**src/rtl/debounce_pkg.sv**
```systemverilog
// Shared types, defaults and sizing helper for the debounce/pulser array.
// Optional auto-repeat is enabled by defining AUTO_REPEAT_EN.
package debounce_pkg;

  typedef enum logic [1:0] {
    IDLE   = 2'd0,
    HELD   = 2'd1,
    REPEAT = 2'd2
  } ch_state_t;

  localparam int DEF_CH          = 4;
  localparam int DEF_SYNC_STAGES = 2;
  localparam int DEF_DB_CYCLES   = 16;
  localparam int DEF_RPT_DELAY   = 64;
  localparam int DEF_RPT_PERIOD  = 16;

  // Bits needed to hold values 0..max_val.
  function automatic int cnt_width(input int max_val);
    return (max_val < 1) ? 1 : $clog2(max_val + 1);
  endfunction

endpackage

```
**src/rtl/debounce_pulser_ch.sv**
```systemverilog
// One button channel: synchronizer, counter debouncer, press/release FSM and
// registered pulses. Auto-repeat logic is compiled in only with AUTO_REPEAT_EN.
module debounce_pulser_ch
  import debounce_pkg::*;
#(
  parameter int SYNC_STAGES = DEF_SYNC_STAGES,
  parameter int DB_CYCLES   = DEF_DB_CYCLES,
  parameter int RPT_DELAY   = DEF_RPT_DELAY,
  parameter int RPT_PERIOD  = DEF_RPT_PERIOD
) (
  input  logic      clk,
  input  logic      rst,
  input  logic      press_i,
  output logic      level_o,
  output logic      sp_o,
  output logic      rel_o,
  output ch_state_t state_o
);

  localparam int DBW = cnt_width(DB_CYCLES);
  localparam logic [DBW-1:0] DB_LAST = DBW'(DB_CYCLES - 1);

  if (SYNC_STAGES < 2 || DB_CYCLES < 1 || RPT_DELAY < 1 || RPT_PERIOD < 1) begin : g_param_check
    $error("debounce_pulser_ch: illegal parameter value");
  end

  logic [SYNC_STAGES-1:0] sync_q, sync_d;
  logic [DBW-1:0]         db_cnt_q, db_cnt_d;
  logic                   level_q, level_d;
  logic                   sp_q, sp_d;
  logic                   rel_q, rel_d;
  ch_state_t              state_q, state_d;
  logic                   sync, rise, fall;

  assign sync_d = {sync_q[SYNC_STAGES-2:0], press_i};
  assign sync   = sync_q[SYNC_STAGES-1];

  // A level change is accepted only after DB_CYCLES consecutive mismatches.
  always_comb begin
    level_d  = level_q;
    db_cnt_d = db_cnt_q;
    if (sync == level_q) begin
      db_cnt_d = '0;
    end else if (db_cnt_q == DB_LAST) begin
      level_d  = ~level_q;
      db_cnt_d = '0;
    end else begin
      db_cnt_d = db_cnt_q + 1'b1;
    end
  end

  assign rise = level_d & ~level_q;
  assign fall = ~level_d & level_q;

`ifdef AUTO_REPEAT_EN
  localparam int RPT_MAX = (RPT_DELAY > RPT_PERIOD) ? RPT_DELAY : RPT_PERIOD;
  localparam int RW      = cnt_width(RPT_MAX);
  localparam logic [RW-1:0] RPT_DLY_LAST = RW'(RPT_DELAY - 1);
  localparam logic [RW-1:0] RPT_PER_LAST = RW'(RPT_PERIOD - 1);

  logic [RW-1:0] rpt_cnt_q, rpt_cnt_d;
`endif

  // Pulses are decided from level_d so they align with the level_o edge.
  always_comb begin
    state_d = state_q;
    sp_d    = 1'b0;
    rel_d   = 1'b0;
`ifdef AUTO_REPEAT_EN
    rpt_cnt_d = rpt_cnt_q;
`endif
    case (state_q)
      IDLE: begin
        if (rise) begin
          state_d = HELD;
          sp_d    = 1'b1;
`ifdef AUTO_REPEAT_EN
          rpt_cnt_d = '0;
`endif
        end
      end
      HELD: begin
        if (fall) begin
          state_d = IDLE;
          rel_d   = 1'b1;
        end
`ifdef AUTO_REPEAT_EN
        else if (rpt_cnt_q == RPT_DLY_LAST) begin
          state_d   = REPEAT;
          sp_d      = 1'b1;
          rpt_cnt_d = '0;
        end else begin
          rpt_cnt_d = rpt_cnt_q + 1'b1;
        end
`endif
      end
      REPEAT: begin
        // Release wins over a repeat pulse due in the same cycle.
        if (fall) begin
          state_d = IDLE;
          rel_d   = 1'b1;
        end
`ifdef AUTO_REPEAT_EN
        else if (rpt_cnt_q == RPT_PER_LAST) begin
          sp_d      = 1'b1;
          rpt_cnt_d = '0;
        end else begin
          rpt_cnt_d = rpt_cnt_q + 1'b1;
        end
`endif
      end
      default: state_d = IDLE;
    endcase
  end

  always_ff @(posedge clk or negedge rst) begin
    if (!rst) begin
      sync_q   <= '0;
      db_cnt_q <= '0;
      level_q  <= 1'b0;
      sp_q     <= 1'b0;
      rel_q    <= 1'b0;
      state_q  <= IDLE;
    end else begin
      sync_q   <= sync_d;
      db_cnt_q <= db_cnt_d;
      level_q  <= level_d;
      sp_q     <= sp_d;
      rel_q    <= rel_d;
      state_q  <= state_d;
    end
  end

`ifdef AUTO_REPEAT_EN
  always_ff @(posedge clk or negedge rst) begin
    if (!rst) begin
      rpt_cnt_q <= '0;
    end else begin
      rpt_cnt_q <= rpt_cnt_d;
    end
  end
`endif

  assign level_o = level_q;
  assign sp_o    = sp_q;
  assign rel_o   = rel_q;
  assign state_o = state_q;

endmodule

```
**src/rtl/debounce_pulser_array.sv**
```systemverilog
// CH independent debounced push-button channels with press/release pulses.
// Define AUTO_REPEAT_EN to add periodic press pulses while a button is held.
module debounce_pulser_array
  import debounce_pkg::*;
#(
  parameter int CH          = DEF_CH,
  parameter int SYNC_STAGES = DEF_SYNC_STAGES,
  parameter int DB_CYCLES   = DEF_DB_CYCLES,
  parameter int RPT_DELAY   = DEF_RPT_DELAY,
  parameter int RPT_PERIOD  = DEF_RPT_PERIOD
) (
  input  logic                 clk,
  input  logic                 rst,
  input  logic      [CH-1:0]   press_i,
  output logic      [CH-1:0]   level_o,
  output logic      [CH-1:0]   SP_o,
  output logic      [CH-1:0]   rel_o,
  output ch_state_t [CH-1:0]   dbg_state_o
);

  for (genvar c = 0; c < CH; c++) begin : g_ch
    debounce_pulser_ch #(
      .SYNC_STAGES (SYNC_STAGES),
      .DB_CYCLES   (DB_CYCLES),
      .RPT_DELAY   (RPT_DELAY),
      .RPT_PERIOD  (RPT_PERIOD)
    ) u_ch (
      .clk     (clk),
      .rst     (rst),
      .press_i (press_i[c]),
      .level_o (level_o[c]),
      .sp_o    (SP_o[c]),
      .rel_o   (rel_o[c]),
      .state_o (dbg_state_o[c])
    );
  end

endmodule

```
**config.mk**
```make
export PLATFORM = sky130hd
export DESIGN_NAME = debounce_pulser_array
export DESIGN_NICKNAME = d
export VERILOG_FILES = /design/src/rtl/debounce_pkg.sv /design/src/rtl/debounce_pulser_ch.sv /design/src/rtl/debounce_pulser_array.sv
export SDC_FILE = /design/constraint.sdc
export NUM_CORES = 1
export LEC_CHECK = 0
export CORE_UTILIZATION = 35
export DETAILED_ROUTE_END_ITERATION = 6
export GPL_ROUTABILITY_DRIVEN = 0
export GPL_TIMING_DRIVEN = 1
export PLACE_DENSITY_LB_ADDON = 0.1
export SLEW_MARGIN = 10
export SYNTH_ARGS = -nofsm -noshare
export SYNTH_HDL_FRONTEND = slang
export SYNTH_SLANG_ARGS = --single-unit
```
**constraint.sdc**
```tcl
create_clock -name clk -period 1.85 [get_ports clk]
set_input_delay 0.185 -clock clk [delete_from_list [all_inputs] [get_ports clk]]
set_output_delay 0.185 -clock clk [all_outputs]
set_load 0.05 [all_outputs]
```
== Word level (Yosys, flattened, before mapping) ==
Index checks and enable logic that the tools add are counted.
Widths: inputs -> output; s select.
Word-level totals
  logic and storage cells: 124
  output and inout port bits: 20
  register bits: 48
  bits of input ports: 6
Cells by class
  reduce and logical (&&, ||, !) cells: 12
  eq/ne operators: 24
  $add $sub $neg: 4
  bitwise logic cells: 16
  muxes and demuxes: 44
Operator list (count)
  $mux 5: 8
  $mux 1: 24
  $add 5x1->5 const B: 4
  $eq 5x4->1 const B: 4
  $mux 2: 8
  $ne 2x1->1 const B: 8
  $pmux 2 s2: 4
  $and 1x1->1: 8
  $eq 2x1->1 const B: 4
  $eq 2x2->1 const B: 4
  $logic_not 2->1: 4
  $not 1->1: 8
  $reduce_and 2->1: 4
  $reduce_or 2->1: 4
  $eq 1x1->1: 4

== Depth between registers and ports, before layout ==
Gate-level depths: netlist of run 1.
  word-level depth: 7
  depth in mapped cells: 4
  gate-level depth less buffers: 4

== Cells and area by module ==
From an unflattened synthesis of run 1, not the netlist that was laid out.
Unflattened totals
  cell total of the unflattened synthesis: 144
  area total of the unflattened synthesis: 1701.6 sq um
Modules (own cells, without submodules)
  debounce_pulser_ch: sequential area each 275.3 sq um, area an instance 425.4 sq um, cells each 36, times used 4

== Least setup slack after synthesis of run 1 ==
OpenSTA, ideal clock, no wires.
  path kind: flip-flop to flip-flop
  from: register g_ch[2].u_ch.db_cnt_q[0]
  to: register g_ch[2].u_ch.state_q[0]
  setup time: 0.128 ns
  clock period less this slack: 1.099 ns
  arrival time: 0.971 ns
  required time: 1.722 ns
  setup slack: 0.751 ns
  cell stages (with the launch flop): 5
  buffers on the path: 0
  path through: dfrtp_1 -> ha_1 -> and4b_1 -> a21oi_1 -> a21oi_1
Between the ends
  word-level cells in the longest chain between the ends: 7
  elaborated cells between the ends (all ways): 9
  those cells by class: 3 x eq/ne; 2 x mux; 3 x bitwise; 1 x reduce/logical
RTL lines
  start: declaration: RTL line debounce_pulser_ch.sv:28  | logic [DBW-1:0] db_cnt_q, db_cnt_d;
  start signal: assignment: RTL line debounce_pulser_ch.sv:126  | db_cnt_q <= db_cnt_d;
  $eq 5x4->1 (*): RTL line debounce_pulser_ch.sv:44  | end else if (db_cnt_q == DB_LAST) begin
  $mux 1 (*): RTL line debounce_pulser_ch.sv:44
  $mux 1 (*): RTL line debounce_pulser_ch.sv:42  | if (sync == level_q) begin
  $not 1->1: RTL line debounce_pulser_ch.sv:53  | assign fall = ~level_d & level_q;
  $and 1x1->1: RTL line debounce_pulser_ch.sv:53
  $ne 2x1->1 (no line)
  $reduce_and 2->1 (no line) (*)
  end signal: assignment: RTL line debounce_pulser_ch.sv:130  | state_q <= state_d;
  end: declaration: RTL line debounce_pulser_ch.sv:32  | ch_state_t state_q, state_d;
Mark *: on every way between the ends. The rest lies on a longest branch, timed or not.
A chain may end at the register's enable or synchronous reset.

== Final worst setup path of run 1 ==
  from: register g_ch[1].u_ch.level_q
  to: output port level_o[1]
RTL lines
  start: declaration: RTL line debounce_pulser_ch.sv:29  | logic level_q, level_d;
  start signal: assignment: RTL line debounce_pulser_ch.sv:127  | level_q <= level_d;
  end: declaration: RTL line debounce_pulser_array.sv:15  | output logic [CH-1:0] level_o,
No word-level cell between the ends.

==> results.tsv, run 1 <==
stage	metric	value	unit
power	pwr/cell area	829.1	mW/mm^2
die	die footprint	0.005395	sq mm
flow_run	Maximum Capacitance Violations	0	
critical_path	endpoint type of the worst setup path	primary output	
critical_path	Crit path largest cell delay	840	ps
yosys	Cells after Synth	151	
final_layout	Fillers	464	
sta	TNS Setup	0	ps
die	die width	73.45	um
critical_path	Stages on worst setup path	1	
final_layout	most common cell after layout, fill and taps aside	dfrtp_1	
sta	Setup Skew	4.870	ps
die	total core area	0.004817	sq mm
sta	Worst slew margin	0.5601	
place	DP Worst Slack	406.5	ps
power	Pwr Total	1725	uW
global_routing	Congestion Overflow GR	0	
sta	total count of hold-check failures in the final report	0	
clock_network	CTS tree	done	
clock_network	Root Driver	clkbuf_8	
global_routing	vias in the first global route	1073	
sta	crit share post-route	0.9474	
sta	Max Fclk	570.6	MHz
clock_network	postcts setup bufs	0	
critical_path	WP buf/inv	1	
power	Pleak	0.001043	uW
detailed_routing	Metal-1 WL	1.176	mm
sta	Slew Limit Fails	0	
final_layout	Ant. Diodes	0	
yosys	Mapped Area	0.001787	sq mm
final_layout	most frequent cells in the layout	44 x dfrtp_1, 21 x nand2_1, 20 x clkdlybuf4s50_1	
clock_network	worst-skew pair later-pin latency	280	ps
clock_network	Worst-path clk slew	70	ps
detailed_routing	Vias/cell	4.681	
global_routing	largest net degree at the start of global routing	31	
clock_network	Max clock buf depth	2	
final_layout	layout cells sized above 1	0.09524	
detailed_routing	met2 WL	1.324	mm
yosys	Yosys warnings	0	
global_routing	first-pass GRT wire length	4.650	mm
die	initial core utilization	0.3709	
critical_path	CP Data Required Time	1660	ps
yosys	Mapped Avg Cell Area	11.83	sq um
final_layout	Area growth syn-to-layout	16.46	%
clock_network	cts hold-fix bufs	1	
detailed_routing	total wire length	2.703	mm
detailed_routing	Post-DRT Antenna Nets	0	
sta	Period minus WS final	1753	ps
critical_path	Crit Path Max Fanout	6	
critical_path	Crit-path slowest cell	clkdlybuf4s50_1	
clock_network	CTS Sinks	44	
sta	worst setup margin	97.39	ps
power	maximum vdd drop	0.4839	mV
global_routing	initial antenna violation count	0	
die	num rows	25	
sta	Final Setup Violations	0	
clock_network	Num CTS Buffers	5	
detailed_routing	total number of vias	1100	
status	run status	complete, no violations	
yosys	Netlist cell types	22	
critical_path	Largest delay share family, worst path	buffers and inverters	
min_path	Hold Path Stages	1	
yosys	Seq/Total Area, Yosys	0.6162	
critical_path	R2R depth	4	
critical_path	Worst setup SP type	flop	
sta	RSZ-0062 raised after global routing	no	
clock_network	post_cts resized	0	
detailed_routing	wire length per cell	11.50	um
final_layout	# nets final	178	
place	Post-DP HPWL	1.963	mm
die	Die H	73.45	um
critical_path	Setup CP Type	flop to primary output	
place	Port Buf Inserts	21	
critical_path	reg-to-reg slack, setup	560	ps
sta	Slew @ Worst Pin	659.8	ps
detailed_routing	initial drt markers	41	
global_routing	GRT Total Usage	0.1143	
critical_path	Critical Path AT	1570	ps
detailed_routing	DRC viols	0	
detailed_routing	uppermost routed layer	met4	
die	I/O pin count	26	
critical_path	CP cell instances	clkdlybuf4s50_1	
detailed_routing	met3 WL	151	um
yosys	Seq cells post-synth	44	
min_path	HP Class	primary input to flop	
detailed_routing	total iterations of the first detailed-routing run	4	
clock_network	htree depth	2	
[kinds of logic (layout without fill, tap and decap cells)]
kind of cell             Yosys count  in the layout  share of synthesized area
flip-flops                        44             44                     0.6162
AO/OA/AOI/OAI                     16             16                    0.05182
XOR/XNOR                          12             12                    0.05882
buffers and inverters             17             31                    0.06933
AND/OR/NAND/NOR                   57             57                     0.1737
adder cells (fa/ha/maj)            4              4                    0.02801
other                              1              4                   0.002099
[through the flow]
step                hold slack (ps)  utilization  area (sq um)  instances
finish                        343.6       0.4319          2081        235
floorplan                    -110.6            -          1798        154
detailed placement            261.6       0.4099          1974        227
global route                  326.1       0.4319          2081        235
CTS                           329.8       0.4319          2081        235
global placement              253.2       0.4099          1974        227
[cells in the mapped netlist]
library cell	number	area (sq um)
a21o_2	1	8.760
a21oi_1	6	30.03
a2bb2oi_1	1	8.760
a31oi_1	4	25.02
and2_1	3	18.77
and2_2	2	15.01
and3_2	3	22.52
and4b_1	3	30.03
buf_4	16	120.1
conb_1	1	3.750
dfrtp_1	44	1101
ha_1	4	50.05
inv_1	1	3.750
nand2_1	21	78.83
nand3_1	4	20.02
nand4b_1	3	26.28
nand4b_4	1	23.77
nor2_1	9	33.78
nor3_1	7	35.03
nor4_1	1	6.260
o21ai_0	4	20.02
xor2_1	12	105.1
[state kept, by name, indices dropped and copies added (netlist names)]
register,count
g_ch.u_ch.state_o,4
g_ch.u_ch.level_o,4
g_ch.u_ch.sync_q,8
g_ch.u_ch.sp_o,4
g_ch.u_ch.db_cnt_q,20
g_ch.u_ch.rel_o,4
[power breakdown]
group	leakage, uW	switching [uW]	internal, uW
sequential	0.000586	25.9	991
clock	0.0000503	280	332
combinational	0.000407	60.3	35.0
[layer usage]
metal	up-vias	global-route usage
li1	527	-
met1	530	0.1350
met2	36	0.1906
met3	7	0.03567
met4	0	0.05128
met5	-	0
[cell type report]
class | instances | area (sq um) | share of cell area
clock buffer | 7 | 96.34 | 0.04630
sequential | 44 | 1101 | 0.5292
multi-input combinational | 93 | 573.1 | 0.2754
timing repair buffer | 23 | 222.7 | 0.1070
tap | 67 | 83.83 | 0.04029
inverter | 1 | 3.754 | 0.001804
[path summary, 6_finish.rpt]
path | startpoint | to
min | press_i[0] | g_ch[0].u_ch.sync_q[0]
max reg2reg | g_ch[1].u_ch.db_cnt_q[0] | g_ch[1].u_ch.state_o[0]
min reg2reg | g_ch[2].u_ch.sync_q[0] | g_ch[2].u_ch.sync_q[1]
max in group asynchronous | rst | g_ch[1].u_ch.state_o[0]
max | g_ch[1].u_ch.level_o | level_o[1]
min in group asynchronous | rst | g_ch[2].u_ch.sp_o
(Power assumes the default switching activity.)
==> run 2: changes to the inputs <==
--- a/config.mk
+++ b/config.mk
@@ -7,2 +7,4 @@
 export LEC_CHECK = 0
+export CELL_PAD_IN_SITES_DETAIL_PLACEMENT = 0
+export CELL_PAD_IN_SITES_GLOBAL_PLACEMENT = 1
 export CORE_UTILIZATION = 35
@@ -12,3 +14,3 @@
 export PLACE_DENSITY_LB_ADDON = 0.1
-export SLEW_MARGIN = 10
+export SLEW_MARGIN = 30
 export SYNTH_ARGS = -nofsm -noshare
--- a/constraint.sdc
+++ b/constraint.sdc
@@ -3,2 +3,2 @@
 set_output_delay 0.185 -clock clk [all_outputs]
-set_load 0.05 [all_outputs]
+set_load 0.1 [all_outputs]
==> run 2 against run 1 <==
  * Core utilization down 0.60 points
  * Global-route usage is 0.54 points higher
  * Clock skew rose by 0.89 ps
  * Sequential power barely moved
  * Via count stayed put
  * Critical path depth unchanged
  * Combinational power grew 21%
  * Critical endpoint is now level_o[2]
==> results.tsv, run 2 (synthesized netlist as in run 1, its figures left out) <==
stage	metric	value	unit	change
status	run status	complete, no violations		unchanged
final_layout	# nets final	178		unchanged
critical_path	reg-to-reg slack, setup	620	ps	was 560 ps
detailed_routing	DRC viols	0		unchanged
critical_path	Crit path largest cell delay	460	ps	was 840 ps
sta	Setup Skew	5.756	ps	was 4.870 ps
min_path	hold_sp	press_i[0]		unchanged
clock_network	worst-skew pair later-pin latency	290	ps	was 280 ps
final_layout	Regs by FF count	g_ch.u_ch.db_cnt_q (20), g_ch.u_ch.sync_q (8)		unchanged
final_layout	most common cell after layout, fill and taps aside	dfrtp_1		unchanged
power	Pwr Total	1842	uW	was 1725 uW
power	Clk pwr share	0.385		was 0.355
die	initial core utilization	0.3709		unchanged
place	Post-DP HPWL	1.998	mm	was 1.963 mm
final_layout	most frequent cells in the layout	44 x dfrtp_1, 21 x nand2_1, 17 x buf_4		was 44 x dfrtp_1, 21 x nand2_1, 20 x clkdlybuf4s50_1
detailed_routing	total iterations of the first detailed-routing run	4		unchanged
clock_network	CTS Sinks	44		unchanged
die	I/O pin count	26		unchanged
global_routing	Congestion Overflow GR	0		unchanged
global_routing	largest net degree at the start of global routing	24		was 31
min_path	HP Class	primary input to flop		unchanged
critical_path	endpoint type of the worst setup path	primary output		unchanged
final_layout	max FFs per register	20		unchanged
critical_path	CP cell instances	buf_4		was clkdlybuf4s50_1
critical_path	Largest delay share family, worst path	flip-flops		was buffers and inverters
final_layout	Area growth syn-to-layout	14.85	%	was 16.46%
detailed_routing	initial drt markers	19		was 41
sta	Period minus WS final	1264	ps	was 1753 ps
die	Die H	73.45	um	unchanged
die	die footprint	0.005395	sq mm	unchanged
die	total core area	0.004817	sq mm	unchanged
final_layout	Top reg by flops	g_ch.u_ch.db_cnt_q		unchanged
critical_path	Crit-path slowest cell	dfrtp_1		was clkdlybuf4s50_1
clock_network	Max clock buf depth	2		unchanged
power	pwr/cell area	897.7	mW/mm^2	was 829.1 mW/mm^2
global_routing	first-pass GRT wire length	4.761	mm	was 4.650 mm
power	Int Power	1427	uW	was 1359 uW
detailed_routing	total wire length	2.850	mm	was 2.703 mm
place	Port Buf Inserts	21		unchanged
final_layout	multi-input logic area	573.1	sq um	unchanged
power	maximum vdd drop	0.3837	mV	was 0.4839 mV
die	num rows	25		unchanged
sta	crit share post-route	0.6833		was 0.9474
sta	worst setup margin	586.0	ps	was 97.39 ps
critical_path	CP Data Required Time	1660	ps	about the same
critical_path	Setup CP Type	flop to primary output		unchanged
flow_run	Maximum Capacitance Violations	0		unchanged
critical_path	Critical Path AT	1080	ps	was 1570 ps
critical_path	worst flop-to-flop path endpoint	g_ch[2].u_ch.state_o[0]		was g_ch[1].u_ch.state_o[0]
power	Pleak	0.001081	uW	was 0.001043 uW
sta	Final Setup Violations	0		unchanged
sta	Worst slew margin	0.6595		was 0.5601
detailed_routing	wire length per cell	12.08	um	was 11.50 um
detailed_routing	total number of vias	1100		unchanged
final_layout	Fillers	463		was 464
sta	Slew Limit Fails	0		unchanged
sta	TNS Setup	0	ps	unchanged
critical_path	R2R depth	4		unchanged
place	Area after DPL	0.001934	sq mm	was 0.001974 sq mm
clock_network	postcts setup bufs	0		unchanged
global_routing	GRT Total Usage	0.1198		was 0.1143
final_layout	Final Instance Area	0.002052	sq mm	was 0.002081 sq mm
power	Sw Share	0.2254		was 0.2125
die	die width	73.45	um	unchanged
detailed_routing	Vias/cell	4.661		was 4.681
detailed_routing	Post-DRT Antenna Nets	0		unchanged
critical_path	WP buf/inv	1		unchanged
final_layout	layout cells sized above 1	0.1893		was 0.09524
min_path	Min-Delay Endpoint	g_ch[0].u_ch.sync_q[0]		unchanged
clock_network	CTS tree	done		unchanged
sta	RSZ-0062 raised after global routing	no		unchanged
power	Logic pwr share	0.062		was 0.055
clock_network	Worst-path clk slew	80	ps	was 70 ps
final_layout	Ant. Diodes	0		unchanged
global_routing	initial antenna violation count	0		unchanged
clock_network	post_cts resized	0		unchanged
clock_network	htree depth	2		unchanged
clock_network	Root Driver	clkbuf_8		unchanged
min_path	Hold Path Stages	1		unchanged
critical_path	worst r2r src	g_ch[2].u_ch.db_cnt_q[0]		was g_ch[1].u_ch.db_cnt_q[0]
global_routing	vias in the first global route	1048		was 1073
sta	Max Fclk	791.1	MHz	was 570.6 MHz
critical_path	Crit Path Max Fanout	6		unchanged
final_layout	register area	0.001101	sq mm	unchanged
place	DP Worst Slack	634.7	ps	was 406.5 ps
sta	Slew @ Worst Pin	510.7	ps	was 659.8 ps
critical_path	Worst setup SP type	flop		unchanged
power	Reg power frac	0.552		was 0.590
power	Switch Pwr	415.3	uW	was 366.6 uW
clock_network	Num CTS Buffers	5		unchanged
sta	total count of hold-check failures in the final report	0		unchanged
## run 2: metrics by stage
| step | cells | utilization | hold WS [ps] |
|---|---|---|---|
| after global placement | 227 | 0.4016 | 182.4 |
| final | 236 | 0.4260 | 325.1 |
| after CTS | 236 | 0.4260 | 309.6 |
| after floorplan | 154 | - | -110.6 |
| after global routing | 236 | 0.4260 | 317.9 |
| after detailed placement | 227 | 0.4016 | 189.7 |
## run 2: worst max path at each step
stage	start	end	slack, ps	cells past startpoint
final	g_ch[2].u_ch.level_o	level_o[2]	590	1
after global routing	g_ch[1].u_ch.db_cnt_q[0]	g_ch[1].u_ch.state_o[0]	510	4
after CTS	g_ch[2].u_ch.level_o	level_o[2]	560	1
after detailed placement	g_ch[2].u_ch.db_cnt_q[0]	g_ch[2].u_ch.state_o[0]	630	4
after global placement	g_ch[1].u_ch.db_cnt_q[0]	g_ch[1].u_ch.state_o[0]	680	4
after floorplan	g_ch[3].u_ch.state_o[0]	g_ch[3].u_ch.state_o[0]	470	2
## run 2: repair_timing
action                                  in CTS  in global routing
hold buffers                                 1                  0
endpoints found under the hold margin       22                  0
endpoints found under the setup margin       0                  0
## run 2: power by group through the flow
stage | sequential [uW] | clock [uW] | combinational [uW]
floorplan | 1030 | 0 | 81.4
global placement | 1030 | 0 | 112
detailed placement | 1040 | 0 | 116
CTS | 1020 | 748 | 118
global route | 1020 | 770 | 129
finish | 1020 | 710 | 115
## run 2: final cells by class
type                    instances  share of cell area
clock inverters                 2             0.01707
multi-input cells              93              0.2793
repair buffers                 23             0.08902
well taps                      67             0.04085
flip-flops and latches         44              0.5366
inverters                       1            0.001829
clock buffers                   6             0.03537
## run 2: routing by layer
metal	track usage	wire length (um)
met4	0.05769	57
met5	0	0
met2	0.1835	1348
met3	0.04115	112
met1	0.1513	1330
